`src/rtl/lab3_pkg.sv`:
```
// lab3_pkg: shared types and constants for the lab3 recorder timer.
//   timer_state_t : timer FSM state, encoded as it appears on o_state
//   SEC_W         : width of the seconds and recorded-length values
//   MODE_REC/PLAY : encoding of the latched run mode
package lab3_pkg;

  typedef enum logic [1:0] {
    IDLE   = 2'd0,
    RUN    = 2'd1,
    PAUSED = 2'd2,
    DONE   = 2'd3
  } timer_state_t;

  localparam int unsigned SEC_W = 5;

  localparam logic MODE_REC  = 1'b0;
  localparam logic MODE_PLAY = 1'b1;

endpackage

```
`src/rtl/record_timer_tick_prescaler.sv`:
```
// tick_prescaler: divides i_clk down to one wrap strobe every CLK_HZ enabled
// cycles.
//   i_clk  : system clock
//   i_rst  : asynchronous active-high reset
//   i_en   : count enable; the count is held while low
//   i_clr  : synchronous clear of the count
//   o_tick : high during the enabled cycle in which the count wraps to 0
//            (combinational; the parent registers it)
module tick_prescaler #(
  parameter int unsigned CLK_HZ = 12_000_000
) (
  input  logic i_clk,
  input  logic i_rst,
  input  logic i_en,
  input  logic i_clr,
  output logic o_tick
);

  // Guard against a zero-width counter for degenerate CLK_HZ values.
  localparam int unsigned CNT_W = (CLK_HZ > 1) ? $clog2(CLK_HZ) : 1;
  localparam logic [CNT_W-1:0] CNT_LAST = CNT_W'(CLK_HZ - 1);
  localparam logic [CNT_W-1:0] CNT_ONE  = CNT_W'(1);

  logic [CNT_W-1:0] count_r;

  // The wrap edge is the one on which the parent increments its seconds.
  assign o_tick = i_en && (count_r == CNT_LAST);

  // Count 0..CLK_HZ-1 while enabled, hold otherwise.
  always_ff @(posedge i_clk or posedge i_rst) begin
    if (i_rst) begin
      count_r <= '0;
    end else if (i_clr) begin
      count_r <= '0;
    end else if (i_en) begin
      if (count_r == CNT_LAST) begin
        count_r <= '0;
      end else begin
        count_r <= count_r + CNT_ONE;
      end
    end else begin
      count_r <= count_r;
    end
  end

endmodule

```
`src/rtl/record_timer.sv`:
```
// record_timer: elapsed-seconds timer for the lab3 audio recorder.
// Counts whole seconds while recording or playing, remembers the length of
// the last recording and ends playback automatically at that length.
//   i_clk, i_rst      : clock, asynchronous active-high reset
//   i_start           : pulse; start from IDLE or resume from PAUSED
//   i_pause           : pulse; toggle RUN/PAUSED
//   i_stop            : pulse; end the current run
//   i_mode            : 0 = record, 1 = play; sampled on start from IDLE
//   o_sec             : elapsed seconds (0..MAX_SEC) for the HEX decoder
//   o_rec_len         : length of the last completed recording
//   o_state           : IDLE=0, RUN=1, PAUSED=2, DONE=3
//   o_tick            : one-cycle pulse per second boundary
//   o_done            : one-cycle pulse on entry to DONE
module record_timer
  import lab3_pkg::*;
#(
  parameter int unsigned CLK_HZ  = 12_000_000,
  parameter int unsigned MAX_SEC = 31
) (
  input  logic             i_clk,
  input  logic             i_rst,
  input  logic             i_start,
  input  logic             i_pause,
  input  logic             i_stop,
  input  logic             i_mode,
  output logic [SEC_W-1:0] o_sec,
  output logic [SEC_W-1:0] o_rec_len,
  output logic [1:0]       o_state,
  output logic             o_tick,
  output logic             o_done
);

  localparam logic [SEC_W-1:0] SEC_MAX = SEC_W'(MAX_SEC);
  localparam logic [SEC_W-1:0] SEC_ONE = SEC_W'(1);

  timer_state_t     state_r;
  logic [SEC_W-1:0] sec_r;
  logic [SEC_W-1:0] rec_len_r;
  logic             mode_r;
  logic             tick_r;
  logic             done_r;

  logic             pre_en_s;
  logic             pre_clr_s;
  logic             wrap_s;
  logic [SEC_W-1:0] sec_inc_s;

  // The prescaler must not advance on the edge that pauses or stops, so the
  // partial second is kept intact across a pause.
  assign pre_en_s  = (state_r == RUN) && !i_stop && !i_pause;
  assign pre_clr_s = (state_r == IDLE) && i_start;
  assign sec_inc_s = sec_r + SEC_ONE;

  tick_prescaler #(
    .CLK_HZ (CLK_HZ)
  ) u_prescaler (
    .i_clk  (i_clk),
    .i_rst  (i_rst),
    .i_en   (pre_en_s),
    .i_clr  (pre_clr_s),
    .o_tick (wrap_s)
  );

  // Timer FSM, seconds counter and recorded-length register.
  always_ff @(posedge i_clk or posedge i_rst) begin
    if (i_rst) begin
      state_r   <= IDLE;
      sec_r     <= '0;
      rec_len_r <= '0;
      mode_r    <= MODE_REC;
      tick_r    <= 1'b0;
      done_r    <= 1'b0;
    end else begin
      tick_r <= wrap_s;
      done_r <= 1'b0;
      case (state_r)
        IDLE: begin
          if (i_start) begin
            sec_r  <= '0;
            mode_r <= i_mode;
            // Nothing recorded yet: playback ends before it begins.
            if ((i_mode == MODE_PLAY) && (rec_len_r == '0)) begin
              state_r <= DONE;
              done_r  <= 1'b1;
            end else begin
              state_r <= RUN;
            end
          end else begin
            state_r <= IDLE;
          end
        end
        RUN: begin
          if (i_stop) begin
            state_r <= DONE;
            done_r  <= 1'b1;
            if (mode_r == MODE_REC) begin
              rec_len_r <= sec_r;
            end else begin
              rec_len_r <= rec_len_r;
            end
          end else if (i_pause) begin
            state_r <= PAUSED;
          end else if (wrap_s) begin
            if (sec_r == SEC_MAX) begin
              // Saturate: finish instead of wrapping the display to 00.
              state_r <= DONE;
              done_r  <= 1'b1;
              if (mode_r == MODE_REC) begin
                rec_len_r <= sec_r;
              end else begin
                rec_len_r <= rec_len_r;
              end
            end else begin
              sec_r <= sec_inc_s;
              if ((mode_r == MODE_PLAY) && (sec_inc_s == rec_len_r)) begin
                state_r <= DONE;
                done_r  <= 1'b1;
              end else begin
                state_r <= RUN;
              end
            end
          end else begin
            state_r <= RUN;
          end
        end
        PAUSED: begin
          if (i_stop) begin
            state_r <= DONE;
            done_r  <= 1'b1;
            if (mode_r == MODE_REC) begin
              rec_len_r <= sec_r;
            end else begin
              rec_len_r <= rec_len_r;
            end
          end else if (i_start || i_pause) begin
            state_r <= RUN;
          end else begin
            state_r <= PAUSED;
          end
        end
        DONE: begin
          state_r <= IDLE;
        end
        default: begin
          state_r <= IDLE;
        end
      endcase
    end
  end

  assign o_sec     = sec_r;
  assign o_rec_len = rec_len_r;
  assign o_state   = state_r;
  assign o_tick    = tick_r;
  assign o_done    = done_r;

endmodule

```
`config.mk`:
```
export PLATFORM = sky130hd
export DESIGN_NAME = record_timer
export DESIGN_NICKNAME = d
export VERILOG_FILES = /design/src/rtl/lab3_pkg.sv /design/src/rtl/record_timer_tick_prescaler.sv /design/src/rtl/record_timer.sv
export SDC_FILE = /design/constraint.sdc
export NUM_CORES = 1
export LEC_CHECK = 0
export CAP_MARGIN = 0
export CORE_MARGIN = 3
export CORE_UTILIZATION = 52
export DETAILED_ROUTE_END_ITERATION = 7
export HOLD_SLACK_MARGIN = 0.12
export PLACE_DENSITY = 0.71
export SLEW_MARGIN = 25
export SYNTH_ARGS = -nofsm -noshare
export SYNTH_HDL_FRONTEND = slang
export SYNTH_SLANG_ARGS = --single-unit
```
`constraint.sdc`:
```
create_clock -name i_clk -period 3.8 [get_ports i_clk]
set_input_delay 0.76 -clock i_clk [delete_from_list [all_inputs] [get_ports i_clk]]
set_output_delay 0.76 -clock i_clk [all_outputs]
set_load 0.02 [all_outputs]
```
### Word-level counts from Yosys, hierarchy flattened

Cells that the tools add are included.

* register bits after elaboration: 39
* bits of input ports: 6
* output and inout port bits: 14
* logic and storage cells: 76

* add/sub/neg operators: 2
* equal/unequal tests: 15
* multiplexer cells: 35
* reduce and logical (&&, ||, !) cells: 17

Operator list (count)
* $mux W24: 3
* $mux W5: 11
* $add A24 B1 Y24 const B: 1
* $eq A24 B24 Y1 const B: 1
* $pmux W5 S2: 2
* $mux W2: 9
* $ne A2 B2 Y1 const B: 6
* $mux W1: 8
* $pmux W2 S4: 1
* $logic_and A1 B1 Y1: 6
* $ne A3 B3 Y1 const B: 2
* $reduce_and A6 Y1: 1
* $reduce_bool A2 Y1: 3
* $add A5 B1 Y5 const B: 1
* $eq A5 B5 Y1: 1
* $eq A5 B5 Y1 const B: 1
* $logic_not A5 Y1: 1
* $reduce_and A5 Y1: 1
* $eq A2 B2 Y1 const B: 2
* $ne A3 B2 Y1 const B: 1
* $pmux W1 S3: 1
* $eq A2 B1 Y1 const B: 1
* $logic_not A1 Y1: 2
* $logic_not A2 Y1: 1
* other kinds (2): 2

### Longest topological paths before layout

* depth after elaboration: 9
* mapped depth: 9
* gate-level depth less buffers: 8

### Cells and area by module

From an unflattened synthesis, not the netlist that was laid out.

* cells, all modules: 243
* area, all modules: 2329.7 µm²

By module, submodules not included
* tick_prescaler: times used 1, cells each 156, area each 1410.1 µm²
* record_timer: times used 1, cells each 87, area each 919.6 µm²

### Worst setup path after synthesis

No wires, ideal clock.

* kind: register to register
* start point: register sec_r[0] (netlist: o_sec[0])
* end point: register rec_len_r[4] (netlist: o_rec_len[4])
* library setup time: 151 ps
* data arrival time: 2139 ps
* setup slack: 1510 ps
* cell stages (with the launch flop): 9
* clock period less this slack: 2290 ps
* path through: dfrtp_1 > ha_1 > and3_1 > ha_1 > nand2b_1 > a211o_1 > clkbuf_1 > a221oi_1 > o311ai_0

* longest elaborated chain between the ends: 3

RTL lines
* start: declaration: line record_timer.sv:37 `logic [SEC_W-1:0] sec_r;`
* start signal: assignment: line record_timer.sv:114 `sec_r <= sec_inc_s;`
* $eq A5 B5 Y1: line record_timer.sv:104 `if (sec_r == SEC_MAX) begin`
* $ne A3 B2 Y1 (no line)
* $reduce_and A5 Y1 (no line)
* end signal: assignment: line record_timer.sv:99 `rec_len_r <= rec_len_r;`
* end signal: assignment: line record_timer.sv:109 `rec_len_r <= sec_r;`
* end signal: assignment: line record_timer.sv:111 `rec_len_r <= rec_len_r;`
* end: declaration: line record_timer.sv:38 `logic [SEC_W-1:0] rec_len_r;`

Every way passes these cells.
A chain may end at the register's enable or synchronous reset.

### Worst setup path after layout

* start point: input port i_stop
* end point: register u_prescaler.count_r[22]

* longest elaborated chain between the ends: 4

RTL lines
* start: declaration: line record_timer.sv:24 `input logic i_stop,`
* $logic_not A1 Y1: line record_timer.sv:50 `assign pre_en_s = (state_r == RUN) && !i_stop && !i_pause;`
* $logic_and A1 B1 Y1 (2 in a row): line record_timer.sv:50
* $reduce_bool A2 Y1 (no line)
* end signal: assignment: line record_timer_tick_prescaler.sv:39 `count_r <= count_r + CNT_ONE;`
* end signal: assignment: line record_timer_tick_prescaler.sv:42 `count_r <= count_r;`
* end: declaration: line record_timer_tick_prescaler.sv:24 `logic [CNT_W-1:0] count_r;`

Every way passes these cells.

==> out/results.tsv <==
stage	metric	value	unit
run_status	status	completed	
detailed_routing	routed_via_density	6.20	
critical_path	cpPeakStageDelay	0.69	ns
clock_network	cts.sinks	39	
global_route	grt_overflow	0	
sta	clock-skew-final	0.00653	ns
power_and_ir_drop	powerDensity	496	mW/mm²
placed_design	preCtsSetupSlack	0.665	ns
synth	synthMuxAreaShare	0.0149	
cells_and_area	nFillCells	378	
clock_network	root_buffer	clkbuf_8	
synth	synthCells	279	
floorplan	die_y	75.6	µm
floorplan	dieArea	0.00571	mm²
cells_and_area	fin_util	0.627	
detailed_routing	first_pass_iters	4	
flow_run	drv_cap	0	
cells_and_area	fin_nets	312	
critical_path	cp_cell_sequence	clkdlybuf4s50_1, nor3b_1, nand4_1, o21ai_1, buf_4, nor2_1	
synth	synthAdderAreaFrac	0.0398	
clock_network	post_cts_resized	0	
floorplan	rows	24	
sta	slew_violations	0	
detailed_routing	drc	0	
synth	synth_ff_type	dfrtp_1	
cells_and_area	regArea	976	µm²
clock_network	post_cts_buffers	0	
synth	ys_warn_count	0	
placed_design	dpl_cell_area	0.00274	mm²
detailed_routing	routed_wl	5690	µm
clock_network	cts_inserted_buffers	5	
global_route	grt_pass1_wl	9570	µm
clock_network	hold_buffers	0	
placed_design	detailed_place_hpwl	4200	µm
power_and_ir_drop	vdd_drop_max	399	µV
critical_path	cp_slowest_cell	clkdlybuf4s50_1	
cells_and_area	mostFrequentLayoutCell	nor2_1	
synth	synth_edf_count	0	
sta	min_period_over_period	0.742	
cells_and_area	stdcell_area	0.00282	mm²
floorplan	pin_count	20	
placed_design	routabilityCongestion	0.843	
sta	hold_slack	0.554	ns
sta	timing.setup.tns	0	ns
sta	final-setup-viol-count	0	
cells_and_area	fin_cells	351	
sta	finalHoldViolCount	0	
synth	synth_xor_xnor_area_share	0.0765	
synth	syn_area	0.00252	mm²
global_route	grt_max_degree	24	
synth	synth.distinct_cells	56	
cells_and_area	final_cell_mix	41 x nor2_1, 39 x dfrtp_1, 27 x nand2_1, 19 x clkdlybuf4s50_1, 15 x xor2_1	
synth	synth_top_family_by_area	simple AND/OR/NAND/NOR gates	
sta	timing.final.crit_period	2.82	ns
synth	synthArstFlopShare	1.00	
clock_network	clk_pin_slew_worst_paths	0.07	ns
detailed_routing	drt_iter0_drc	180	
global_route	grtUsageTotal	0.217	
global_route	antenna_found_initial	0	
critical_path	rrSetupSlack	1.33	ns
clock_network	htree_levels	2	
global_route	grt_pass1_vias	1931	
cells_and_area	area_growth_syn_to_layout	12.2	%
clock_network	clk_latency	0.28	ns
floorplan	die_x	75.6	µm
synth	synthSimpleGateAreaFrac	0.294	
sta	setup_ws	0.980	ns
critical_path	cp.arrival	2.99	ns
placed_design	port_buffers	19	
sta	fmax	0.355	GHz
critical_path	path_max_fanout	16	
floorplan	fp.coreArea	0.00450	mm²
synth	synth_nets	293	
power_and_ir_drop	p_total	1.40	mW
sta	max_slew_margin	0.413	
cells_and_area	multi_input_area	0.00144	mm²
critical_path	cp-end-kind	register	
synth	ys_seq_elements	39	
detailed_routing	num_vias	2177	
sta	rsz0062_at_grt	false	
placed_design	place_inst	343	
cells_and_area	drive_gt1_frac	0.0669	
cells_and_area	antenna_cells	0	
critical_path	worstSetupStartpointType	input port	
sta	worst_pin_slew	0.880	ns
critical_path	criticalPathCategory	in2reg	
floorplan	initial_utilization	0.559	
clock_network	clk_path_buf_depth	2	
synth	synth_compound_area_frac	0.148	
clock_network	cts_tree	done	
power_and_ir_drop	p_leak	1.24	nW
detailed_routing	antenna_left	0	
synth	synth_seq_area_share	0.388	
synth	syn_avg_cell_area	9.02	µm²
worst_hold_path	min-delay-path-class	reg2reg	
critical_path	cp.required	3.97	ns
detailed_routing	drt-wirelength-per-cell	16.2	µm
worst max-delay path: cells and delay by family:
kind	cells	cell delay, ns
AO/OA/AOI/OAI	1	0.53
buffers and inverters	2	0.98
AND/OR/NAND/NOR	3	0.71
layout make-up:
cell class                      count  area share
Clock buffer                        7      0.0270
Clock inverter                      1     0.00177
Inverter                           14      0.0186
Multi-Input combinational cell    217       0.511
Sequential cell                    39       0.346
Tap cell                           52      0.0230
Timing Repair Buffer               21      0.0727
report_power, final:
part / internal [mW] / switching [mW] / total [mW]
Clock: 0.129 / 0.136 / 0.265
Combinational: 0.223 / 0.376 / 0.599
Sequential: 0.469 / 0.0668 / 0.536
kinds of logic after synthesis:
logic type / after synthesis
muxes: 3
buffers and inverters: 23
adders and majority gates: 8
and+or+nand+nor: 139
DFF: 39
AOI/OAI and AO/OA: 45
xor gates and xnor gates: 22
sequential cells by signal, indices dropped and copies added, names as in the netlist:
register and count:
u_prescaler.count_r 24, o_rec_len 5, o_sec 5, o_state 2, mode_r 1, o_done 1
o_tick 1
synth_stat cells (3+ instances only):
master | n | area (µm²)
o21ai_0 | 7 | 35.0
a21oi_1 | 3 | 15.0
nand4_1 | 12 | 75.1
a211o_1 | 5 | 43.8
and2_1 | 3 | 18.8
nor3b_1 | 6 | 45.0
buf_2 | 3 | 15.0
and3_1 | 6 | 37.5
nor3_1 | 10 | 50.1
xnor2_1 | 7 | 61.3
nor4_1 | 5 | 31.3
xor2_1 | 15 | 131
a22o_1 | 6 | 52.6
o221ai_1 | 4 | 35.0
ha_1 | 8 | 100
nor2_1 | 41 | 154
nand3_1 | 8 | 40.0
clkbuf_1 | 5 | 18.8
inv_1 | 14 | 52.6
nand2_1 | 27 | 101
a221oi_1 | 3 | 26.3
dfrtp_1 | 39 | 976
layer usage:
| layer | vias up | wire, µm | global-route usage |
|---|---|---|---|
| met3 | 6 | 223 | 0.0330 |
| met4 | 0 | 62 | 0.0524 |
| met2 | 50 | 2450 | 0.302 |
| met1 | 1073 | 2960 | 0.350 |
| li1 | 1048 | - | - |
| met5 | - | 0 | 0 |
path summary, 6_finish.rpt:
| path | end | depth (start not counted) | startpoint |
|---|---|---|---|
| max in group asynchronous | u_prescaler.count_r[13] | 3 | i_rst |
| max reg2reg | o_rec_len[4] | 7 | o_sec[0] |
| min reg2reg | u_prescaler.count_r[23] | 2 | u_prescaler.count_r[23] |
| min | u_prescaler.count_r[23] | 2 | u_prescaler.count_r[23] |
| min in group asynchronous | o_rec_len[2] | 2 | i_rst |
| max | u_prescaler.count_r[22] | 6 | i_stop |
Power figures use the tool's default switching activity.
